==> config.mk <==
export PLATFORM = sky130hd
export DESIGN_NAME = nrda_div_seq_flat
export DESIGN_NICKNAME = d
export VERILOG_FILES = /design/src/rtl/nrda_div_seq_if.sv /design/src/rtl/nrda_div_seq.sv /design/src/flat_wrapper.sv
export SDC_FILE = /design/constraint.sdc
export NUM_CORES = 1
export LEC_CHECK = 0
export CAP_MARGIN = 20
export CORE_ASPECT_RATIO = 0.7
export CORE_UTILIZATION = 40
export DETAILED_ROUTE_END_ITERATION = 7
export MAX_ROUTING_LAYER = met4
export PLACE_DENSITY = 0.56
export SETUP_SLACK_MARGIN = 0.02
export SLEW_MARGIN = 20
export SYNTH_ARGS = -nofsm -noshare
export SYNTH_HDL_FRONTEND = slang
export SYNTH_SLANG_ARGS = --single-unit
==> constraint.sdc <==
create_clock -name clk -period 4.95 [get_ports clk]
set_clock_uncertainty 0.1 [all_clocks]
set_input_delay 1.2375 -clock clk [delete_from_list [all_inputs] [get_ports clk]]
set_output_delay 1.2375 -clock clk [all_outputs]
set_load 0.01 [all_outputs]
==> src/rtl/nrda_div_seq_if.sv <==
// Start/done handshake bundle for the sequential divider.
// The master issues start/x/y, and the divider answers on busy/done/q/r.
interface nrda_div_seq_if #(
   parameter int unsigned WIDTH = 32
) ();
   logic             start;
   logic [WIDTH-1:0] x;
   logic [WIDTH-1:0] y;
   logic             busy;
   logic             done;
   logic [WIDTH-1:0] q;
   logic [WIDTH-1:0] r;

   modport master (
      output start, x, y,
      input  busy, done, q, r
   );

   modport slave (
      input  start, x, y,
      output busy, done, q, r
   );
endinterface

==> src/rtl/nrda_div_seq.sv <==
// Unsigned divider using non-restoring division, one quotient bit per clock.
// Latency from accepted start to done is WIDTH+1 edges, independent of the operands.
module nrda_div_seq #(
   parameter int unsigned WIDTH = 32
) (
   input  logic          clk,
   input  logic          rst,
   nrda_div_seq_if.slave bus
);
   localparam int unsigned CntW = $clog2(WIDTH);

   typedef enum logic [1:0] {StIdle, StIter, StFix} state_e;

   state_e                  state_q, state_d;
   logic [WIDTH-1:0]        a_q, a_d;
   logic [WIDTH-1:0]        d_q, d_d;
   logic [WIDTH-1:0]        quo_q, quo_d;
   logic [WIDTH-1:0]        q_q, q_d;
   logic [WIDTH-1:0]        r_q, r_d;
   logic signed [WIDTH+1:0] p_q, p_d;
   logic signed [WIDTH+1:0] p_shift, d_ext;
   logic [CntW-1:0]         cnt_q, cnt_d;
   logic                    done_q, done_d;

   always_ff @(posedge clk) begin
      if (rst) begin
         state_q <= StIdle;
         a_q     <= '0;
         d_q     <= '0;
         quo_q   <= '0;
         q_q     <= '0;
         r_q     <= '0;
         p_q     <= '0;
         cnt_q   <= '0;
         done_q  <= 1'b0;
      end else begin
         state_q <= state_d;
         a_q     <= a_d;
         d_q     <= d_d;
         quo_q   <= quo_d;
         q_q     <= q_d;
         r_q     <= r_d;
         p_q     <= p_d;
         cnt_q   <= cnt_d;
         done_q  <= done_d;
      end
   end

   always_comb begin
      state_d = state_q;
      a_d     = a_q;
      d_d     = d_q;
      quo_d   = quo_q;
      q_d     = q_q;
      r_d     = r_q;
      p_d     = p_q;
      cnt_d   = cnt_q;
      done_d  = 1'b0;
      d_ext   = signed'({2'b00, d_q});
      p_shift = signed'({p_q[WIDTH:0], a_q[WIDTH-1]});

      unique case (state_q)
         StIdle: begin
            if (bus.start) begin
               a_d     = bus.x;
               d_d     = bus.y;
               p_d     = '0;
               quo_d   = '0;
               cnt_d   = '0;
               state_d = StIter;
            end
         end
         StIter: begin
            // Sign of P picks subtract or add back; the new sign gives the quotient bit.
            p_d   = p_q[WIDTH+1] ? (p_shift + d_ext) : (p_shift - d_ext);
            a_d   = {a_q[WIDTH-2:0], 1'b0};
            quo_d = {quo_q[WIDTH-2:0], ~p_d[WIDTH+1]};
            cnt_d = cnt_q + CntW'(1);
            if (cnt_q == CntW'(WIDTH - 1)) begin
               state_d = StFix;
            end
         end
         StFix: begin
            // With D=0 P never goes negative, so q ends all ones and r ends equal to x.
            p_d     = p_q[WIDTH+1] ? (p_q + d_ext) : p_q;
            q_d     = quo_q;
            r_d     = p_d[WIDTH-1:0];
            done_d  = 1'b1;
            state_d = StIdle;
         end
         default: state_d = StIdle;
      endcase
   end

   assign bus.busy = (state_q != StIdle);
   assign bus.done = done_q;
   assign bus.q    = q_q;
   assign bus.r    = r_q;
endmodule

==> src/flat_wrapper.sv <==
// flat-port wrapper written by rule: the top's interface ports become plain ports
module nrda_div_seq_flat 
#(
   parameter int unsigned WIDTH = 32
)
  (clk, rst, bus_start, bus_x, bus_y, bus_busy, bus_done, bus_q, bus_r);
  nrda_div_seq_if #(.WIDTH(WIDTH)) bus_i ();
  input  logic clk;
  input  logic rst;
  input wire logic [$bits(bus_i.start)-1:0] bus_start;
  input wire logic [$bits(bus_i.x)-1:0] bus_x;
  input wire logic [$bits(bus_i.y)-1:0] bus_y;
  output wire logic [$bits(bus_i.busy)-1:0] bus_busy;
  output wire logic [$bits(bus_i.done)-1:0] bus_done;
  output wire logic [$bits(bus_i.q)-1:0] bus_q;
  output wire logic [$bits(bus_i.r)-1:0] bus_r;
  assign bus_i.start = bus_start;
  assign bus_i.x = bus_x;
  assign bus_i.y = bus_y;
  assign bus_busy = bus_i.busy;
  assign bus_done = bus_i.done;
  assign bus_q = bus_i.q;
  assign bus_r = bus_i.r;
  nrda_div_seq #(.WIDTH(WIDTH)) u_core (.clk(clk), .rst(rst), .bus(bus_i));
endmodule
==> impl_metrics.env <==
export IMPL_p_per_area_mw_per_mm2=302
export IMPL_yosysUniqueCellTypes=78
export IMPL_antenna_found_initial=0
export IMPL_setup_ws_ns=0.616
export IMPL_start_kind="flip-flop"
export IMPL_cp_max_fo=7
export IMPL_layout_drive_gt1_share_pct=5.75
export IMPL_rsz0062_at_grt="false"
export IMPL_final_hold_violation_count=0
export IMPL_htree_levels=1
export IMPL_fill_cells=2875
export IMPL_die_area_mm2=0.0308
export IMPL_route_vias_total=10800
export IMPL_final_core_util_pct=49.0
export IMPL_place_ws_ns=0.780
export IMPL_crit_buf_inv=1
export IMPL_dp_hpwl_um=26200
export IMPL_vias_per_cell=5.59
export IMPL_reg2regPathDepth=17
export IMPL_ctsResizeCount=0
export IMPL_arrival_ns=4.64
export IMPL_crit_type="flip-flop to flip-flop"
export IMPL_firstDrtPassIters=4
export IMPL_rows=52
export IMPL_yosysSeqAreaShare_pct=33.6
export IMPL_tightest_slew_ns=1.08
export IMPL_cp_end_kind="flip-flop"
export IMPL_cts_buffer_depth=3
export IMPL_hp_class="flip-flop to flip-flop"
export IMPL_max_cap_violations=0
export IMPL_grt_pass1_vias=9855
export IMPL_drc=0
export IMPL_path_clk_slew_ns=0.07
export IMPL_fin_crit_sh_pct=87.6
export IMPL_numCtsBuffers=23
export IMPL_portBuffers=132
export IMPL_ys_flop_type="dfxtp_1"
export IMPL_multi_input_area_mm2=0.00751
export IMPL_syn_inst=1445
export IMPL_dr_first_iter_drc_count=698
export IMPL_synth_cell_area_mm2=0.0120
export IMPL_ys_top_cells_by_count="dfxtp_1 (202), nor2_1 (193), nand2_1 (146)"
export IMPL_cpPeakStageDelay_ns=0.59
export IMPL_gp_congestion=0.906
export IMPL_leakagePower_nw=5.58
export IMPL_io_pins=133
export IMPL_yosys_top_cells_area="dfxtp_1 (34%), ha_1 (7.5%), mux2i_1 (7.0%), nor2_1 (6.0%), a21oi_1 (5.3%)"
export IMPL_fin_area_mm2=0.0143
export IMPL_period_minus_slack_ns=4.33
export IMPL_status="finished, final reports clean"
export IMPL_rrSetupSlack_ns=0.62
export IMPL_slew_viol_final=0
export IMPL_cts_root_buf="clkbuf_16"
export IMPL_wirelength_um=36100
export IMPL_start_util_pct=41.2
export IMPL_grt_overflow_total=0
export IMPL_yosys_area_top_type="dfxtp_1"
export IMPL_crit_cells=17
export IMPL_ff_latch_area_mm2=0.00405
export IMPL_final_antenna_net_count=0
export IMPL_yosys_warnings=0
export IMPL_insertion_delay_ns=0.53
export IMPL_cpLargestDelayFamily="compound AO/OA/AOI/OAI gates"
export IMPL_clock_sinks=202
export IMPL_synth_edf_count=0
export IMPL_final_nets=1673
export IMPL_post_dp_cell_area_mm2=0.0136
export IMPL_die_w_um=209
export IMPL_area_delta_synth_final_pct=19.0
export IMPL_peakVddDrop_v=0.000213
export IMPL_cp_required_ns=5.25
export IMPL_dieHeight_um=147
export IMPL_synth_top_area_share_pct=33.6
export IMPL_setup_viol_count_final=0
export IMPL_whs_path_depth=2
export IMPL_syn_area_per_cell_um2=8.33
export IMPL_n_antenna_cell=0
export IMPL_max_freq_ghz=0.231
export IMPL_cp_slowest_cell="a221oi_1"
export IMPL_grt_pass1_wl_um=56000
export IMPL_grt_usage_pct=23.6
export IMPL_relSlewSlack_pct=27.8
export IMPL_cp_cell_sequence="nor4_4, nand3_1, nor3b_1, buf_4, and3_1, nor2_1, xnor2_1, ha_1, a21o_1, a31oi_1, o21ai_0, a21oi_1, nand2_1, a221oi_1, o21ai_0, xnor2_1, o21ai_1"
export IMPL_routedWlPerCell_um=18.7
export IMPL_syn_nets=1586
export IMPL_synth_most_common_cell="dfxtp_1"
export IMPL_cts_tree="built"
export IMPL_synth_seq_cells=202
export IMPL_hold_buffers=0
export IMPL_grt_max_degree=84
export IMPL_ys_async_sr_fraction_pct=0
export IMPL_core_area_mm2=0.0292
export IMPL_final_setup_tns_ns=0
export IMPL_postCtsSetupRepairBufs=0
[per-layer routing]
metal	vias to the layer above	wire, um	track usage [%]
met1	5030	19400	36.2
met4	0	468	3.86
met3	33	1960	3.48
li1	5421	-	-
met5	-	0	-
met2	279	14300	32.3
[cell usage in the layout, fill, tap and decap left out, drive strengths merged, types with 5 or more instances in the layout]
cell type      count
a211oi            54
a21o              44
a21oi            132
a221oi             5
a22oi             58
a31oi             19
and2               7
and3              11
buf               18
clkbuf            31
clkdlybuf4s50    131
clkinv             6
dfxtp            202
ha                72
inv               27
mux2               5
mux2i             84
nand2            146
nand2b            11
nand3             21
nand4              6
nor2             194
nor2b              9
nor3              21
nor4               6
o211ai             8
o21a              10
o21ai             47
o21bai             8
o221ai             7
o22ai              6
o31ai              8
xnor2             42
xor2              44
[worst min-delay path: cells and delay by family (launching register included)]
kind / cells / cell delay, ns
AO/OA/AOI/OAI: 1 / 0.05
flip-flops: 1 / 0.31
AND/OR/NAND/NOR: 1 / 0.06
[final timing paths]
check | startpoint | end
setup / recovery | u_core.d_q[2] | u_core.p_q[31]
hold / removal | u_core.bus.r[5] | u_core.bus.r[5]
setup reg to reg | u_core.d_q[2] | u_core.p_q[31]
hold reg to reg | u_core.bus.r[5] | u_core.bus.r[5]
[flip-flops by register name, summed over array words and instances (netlist names)]
signal / flops
u_core.bus.r: 32
u_core.p_q: 34
u_core.quo_q: 32
u_core.bus.done: 1
u_core.bus.q: 32
u_core.d_q: 32
u_core.state_q: 2
u_core.a_q: 32
u_core.cnt_q: 5
[cell families (layout without fill, tap and decap cells)]
kind of cell             after synthesis  after routing  synth area share (%)
multiplexers                          89             89                  7.45
AND/OR/NAND/NOR                      442            442                  15.8
AO/OA/AOI/OAI                        439            439                  24.7
XOR/XNOR                              86             86                  6.26
buffers and inverters                113            217                  4.35
adder cells (fa/ha/maj)               74             74                  7.82
flip-flops                           202            202                  33.6
[final cells by class]
class                   count  share of cell area [%]
flip-flops and latches    202                    28.3
multi-input cells        1130                    52.4
repair buffers            149                    10.1
inverters                  26                   0.682
clock inverters            11                   0.690
clock buffers              31                    4.51
well taps                 378                    3.30
[power breakdown]
part | switching, W | internal (W)
combinational | 0.000527 | 0.000351
clock | 0.000730 | 0.000974
sequential | 0.0000592 | 0.00168
total | 0.00132 | 0.00301
[metrics by stage]
step           total power [W]  std cells  hold slack (ns)
2_1_floorplan          0.00240       1445            0.353
3_3_place_gp           0.00264       1885            0.356
3_5_place_dp           0.00264       1885            0.359
4_1_cts                0.00436       1927            0.369
5_1_grt                0.00454       1927            0.377
6_report               0.00432       1927            0.367
(Power assumes the default switching activity.)
